<file path="src/rtl/mole_round_ctrl.sv">
// mole_round_ctrl: sequences whack-a-mole rounds, picking mole holes, judging guesses and keeping score.
// Timer is shared by WAIT and RESULT and restarts on every state entry.
module mole_round_ctrl #(
    parameter int unsigned MOLE_TIMEOUT = 100000000,
    parameter int unsigned COOLDOWN     = 100000000,
    parameter int unsigned NUM_ROUNDS   = 10
) (
    input  logic       i_clk,
    input  logic       i_rst_n,
    input  logic       i_start,
    input  logic       i_guess_valid,
    input  logic [2:0] i_guess,
    input  logic [2:0] i_rand,
    output logic [2:0] o_mole_position,
    output logic       o_user_right,
    output logic       o_user_wrong,
    output logic [7:0] o_score,
    output logic [3:0] o_round,
    output logic       o_busy,
    output logic       o_game_over
);
    typedef enum logic [2:0] {IDLE, SPAWN, WAIT, RESULT, DONE} state_e;
    localparam logic [27:0] TMO_LAST  = 28'(MOLE_TIMEOUT - 1);
    localparam logic [27:0] COOL_LAST = 28'(COOLDOWN - 1);
    localparam logic [3:0]  ROUNDS    = 4'(NUM_ROUNDS);
    state_e      state_q, state_d;
    logic [27:0] timer_q, timer_d;
    logic [2:0]  mole_q, mole_d;
    logic [7:0]  score_q, score_d;
    logic [3:0]  round_q, round_d;
    logic        right_q, right_d, wrong_q, wrong_d, busy_q, busy_d, over_q, over_d;
    logic        in_game;
    assign in_game = (state_q == SPAWN) || (state_q == WAIT) || (state_q == RESULT);
    always_comb begin
        state_d = state_q;
        mole_d  = mole_q;
        score_d = score_q;
        round_d = round_q;
        right_d = 1'b0;
        wrong_d = 1'b0;
        case (state_q)
            IDLE: if (i_start) begin
                state_d = SPAWN;
                score_d = '0;
                round_d = '0;
                mole_d  = '0;
            end
            SPAWN: begin
                mole_d  = (i_rand == mole_q) ? i_rand + 3'd1 : i_rand;
                state_d = WAIT;
            end
            WAIT: if (i_guess_valid || timer_q == TMO_LAST) begin
                right_d = i_guess_valid && (i_guess == mole_q);
                wrong_d = !right_d;
                score_d = (right_d && score_q != 8'hff) ? score_q + 8'd1 : score_q;
                round_d = round_q + 4'd1;
                state_d = RESULT;
            end
            RESULT: if (timer_q == COOL_LAST) state_d = (round_q == ROUNDS) ? DONE : SPAWN;
            DONE: if (i_start) begin
                state_d = SPAWN;
                score_d = '0;
                round_d = '0;
            end
            default: state_d = IDLE;
        endcase
        // a restart mid-game beats any pending guess outcome
        if (i_start && in_game) begin
            state_d = SPAWN;
            score_d = '0;
            round_d = '0;
            mole_d  = mole_q;
            right_d = 1'b0;
            wrong_d = 1'b0;
        end
        timer_d = (state_d == state_q && !i_start && (state_q == WAIT || state_q == RESULT)) ? timer_q + 28'd1 : '0;
        busy_d  = (state_d == SPAWN) || (state_d == WAIT) || (state_d == RESULT);
        over_d  = state_d == DONE;
    end
    always_ff @(posedge i_clk or negedge i_rst_n) begin
        if (!i_rst_n) begin
            state_q <= IDLE;
            timer_q <= '0;
            mole_q  <= '0;
            score_q <= '0;
            round_q <= '0;
            right_q <= 1'b0;
            wrong_q <= 1'b0;
            busy_q  <= 1'b0;
            over_q  <= 1'b0;
        end else begin
            state_q <= state_d;
            timer_q <= timer_d;
            mole_q  <= mole_d;
            score_q <= score_d;
            round_q <= round_d;
            right_q <= right_d;
            wrong_q <= wrong_d;
            busy_q  <= busy_d;
            over_q  <= over_d;
        end
    end
    assign o_mole_position = mole_q;
    assign o_user_right    = right_q;
    assign o_user_wrong    = wrong_q;
    assign o_score         = score_q;
    assign o_round         = round_q;
    assign o_busy          = busy_q;
    assign o_game_over     = over_q;
endmodule

</file>
<file path="config.mk">
export PLATFORM = sky130hd
export DESIGN_NAME = mole_round_ctrl
export DESIGN_NICKNAME = d
export VERILOG_FILES = /design/src/rtl/mole_round_ctrl.sv
export SDC_FILE = /design/constraint.sdc
export NUM_CORES = 1
export LEC_CHECK = 0
export CORE_MARGIN = 5
export CORE_UTILIZATION = 55
export DETAILED_ROUTE_END_ITERATION = 16
export GPL_ROUTABILITY_DRIVEN = 0
export PLACE_DENSITY = 0.78
export RECOVER_POWER = 100
export SLEW_MARGIN = 15
export SYNTH_ARGS = -nofsm -noshare
export SYNTH_HDL_FRONTEND = slang
export SYNTH_SLANG_ARGS = --single-unit
</file>
<file path="constraint.sdc">
create_clock -name i_clk -period 2.9 [get_ports i_clk]
set_clock_uncertainty 0.05 [all_clocks]
set_input_delay 0.435 -clock i_clk [delete_from_list [all_inputs] [get_ports i_clk]]
set_output_delay 0.435 -clock i_clk [all_outputs]
set_load 0.02 [all_outputs]
</file>
==> run summary <==
number of global-route vias before repair: 2161
crit path max fanout: 8
post-synthesis sequential area ratio: 45.52%
post-cts sizing count: 0
slowest stage delay, CP: 610 ps
Post-CTS Hold Buffers: 0
PortBufs: 28
leakage power: 0.001315 uW
hpwl dp: 4.000 mm
Pre-Repair DR Iteration Count: 4
Buf+Inv Stages, Crit Path: 0
Skew-Pair Late Insertion Delay: 310 ps
via count: 2234
CP top delay family: simple AND/OR/NAND/NOR gates
cell area power density: 453.3 nW/um^2
pin count of the biggest net entering global routing: 51
ant diodes: 0
routed vias/inst: 5.743
Sw Ratio: 28.26%
Max H-tree Level: 2
Syn Area/Cell: 9.446 um^2
Pint: 1023 uW
synth cell count leaders: 50 x dfrtp_1, 48 x nor2_1, 18 x nand2_1, 18 x xor2_1, 15 x nand3_1
clock-pin slew on the worst setup and hold paths: 90 ps
WP data arrival: 2480 ps
#FFs+latches synth: 50
Clock power frac: 28.9%
initial antenna violation count: 0
Main synth FF type: dfrtp_1
Residual DRC: 0
clock sink total: 50
Congestion Overflow GR: 0
EDFF count, synth: 0
mux cell area share after synthesis: 0.3641%
CTS tree: built
Hold/Removal Path Class: input pin to async pin
Synth cell types: 49
synthesis warning total: 0
min cycle time layout: 2310 ps
GRT Resource Usage Total: 19.43%
setup violators final: 0
CP Capture Type: register
Net count, final: 336
Cell Chain, Critical Path: ha_1, nand3_2, or4_1, nor3_1, nand3_1, a21oi_1
die height: 80.70 um
core area: 4786 um^2
Comb pwr share: 17.4%
first-pass GRT wire length: 9.929 mm
clock root buffer: clkbuf_8
Post-Place Worst Slack: 650.9 ps
WL/cell: 14.54 um
Mapped Nets: 306
Post-Synth Adder-Cell Area: 2.276%
maxcap violations: 0
Fin Setup TNS: 0 ps
area fraction of the dominant cell type after synthesis: 45.52%
Psw: 402.9 uW
Compound-Gate Fraction of Synth Area: 12.29%
Area Overhead vs Synth: 14.43%
Max Freq: 433.0 MHz
outcome: completed
initial detailed-routing violation count: 130
period utilization: 79.65%
largest cells by area after synthesis: dfrtp_1 46%, nor2_1 6.6%, xor2_1 5.7%
IO Pins: 29
CP Launch Type: register
most numerous cell in the Yosys netlist: dfrtp_1
Worst Tran Pin Value: 1234 ps
critical path class: register to register
post-synthesis cell count: 291
Rel. slew slack: 17.71%
Critical Path RT: 3070 ps
Detail Route Antenna Nets: 0
Final WS setup: 590.3 ps
Post-Synth XOR/XNOR Area: 10.20%
Starting Density: 57.44%
die area: 6512 um^2
Worst path slowest cell: or4_1
Final Slew Violations: 0
largest family of logic cells by synthesized area: simple AND/OR/NAND/NOR gates
simple-gate share of the synthesized area: 25.90%
clk buf depth: 2
Seq pwr share: 53.7%
Final Hold Vio Count: 0
Mapped Area: 2749 um^2
Num CTS Buffers: 5
RSZ-0062 raised after global routing: false
DIE WIDTH: 80.70 um
Post-synth ARST share: 100.0%
Post-Place Cell Area: 3080 um^2
share of post-route cells with drive strength above 1: 4.969%
area leader, netlist: dfrtp_1
routed wire length: 5.655 mm
cell area after layout: 3146 um^2
post-CTS setup buffers: 0
IR Drop Worst-Case VDD: 0.2794 mV
row cnt: 25
==> worst reg2reg max path, stage by stage, from the launching register on <==
cell and delay (ps):
dfrtp_1 390, ha_1 210, nand3_2 200, or4_1 610, nor3_1 420, nand3_1 170, a21oi_1 180
==> sequential cells by signal (all words and copies together) (netlist names) <==
name	count
o_user_right	1
o_busy	1
o_mole_position	3
state_q	3
timer_q	28
o_game_over	1
o_user_wrong	1
o_round	4
o_score	8
==> final cells by class <==
cell class	instances	area, um^2
well taps	67	83.83
flip-flops and latches	50	1251
clock inverters	1	5.005
repair buffers	31	295.3
inverters	12	45.04
multi-input cells	221	1379
fillers	393	1640
clock buffers	7	86.33
==> stage by stage <==
step | util, % | hold WS (ps) | std cells | total power [uW]
3_3_place_gp | 64.37 | 423.1 | 381 | 1035
2_1_floorplan | - | 89.41 | 291 | 935.6
3_5_place_dp | 64.37 | 428.6 | 381 | 1040
6_report | 65.73 | 420.5 | 389 | 1426
5_1_grt | 65.73 | 489.8 | 389 | 1500
4_1_cts | 66.27 | 209.1 | 389 | 1452
==> per-layer routing <==
| metal | share of wire (%) | track usage, % |
|---|---|---|
| met5 | 0 | 0 |
| met4 | 1.2 | 6.588 |
| met3 | 4.2 | 4.260 |
| met2 | 48 | 33.11 |
| met1 | 46 | 24.28 |
==> placed cells by master, fill, tap and decap left out, drive strengths merged, types with 10 or more instances in the layout <==
| master | instances |
|---|---|
| dfrtp | 50 |
| nor2 | 48 |
| dlygate4sd3 | 21 |
| nand2 | 18 |
| xor2 | 18 |
| nand3 | 16 |
| nand4 | 15 |
| xnor2 | 14 |
| inv | 12 |
| o21ai | 10 |
==> power by group through the flow <==
| stage | logic, uW | registers (uW) | clock network (uW) |
|---|---|---|---|
| floorplan | 139 | 797 | 0 |
| global placement | 256 | 779 | 0 |
| detailed placement | 259 | 781 | 0 |
| CTS | 260 | 767 | 425 |
| global route | 273 | 773 | 454 |
| finish | 248 | 766 | 412 |
==> worst paths after layout <==
path | start | to | slack, ps | depth (start not counted)
setup / recovery | timer_q[0] | state_q[2] | 590 | 6
hold / removal | i_rst_n | o_user_right | 420 | 2
setup reg to reg | timer_q[0] | state_q[2] | 590 | 6
hold reg to reg | timer_q[0] | timer_q[0] | 440 | 1
max in group asynchronous | i_rst_n | timer_q[16] | 1630 | 2
min in group i_clk | timer_q[0] | timer_q[0] | 440 | 1
==> kinds of logic after synthesis <==
family / Yosys count
and+or+nand+nor: 134
DFF: 50
AOI/OAI and AO/OA: 49
xor gates and xnor gates: 32
buffers and inverters: 20
adders and majority gates: 5
muxes: 1
(Power assumes the default switching activity.)
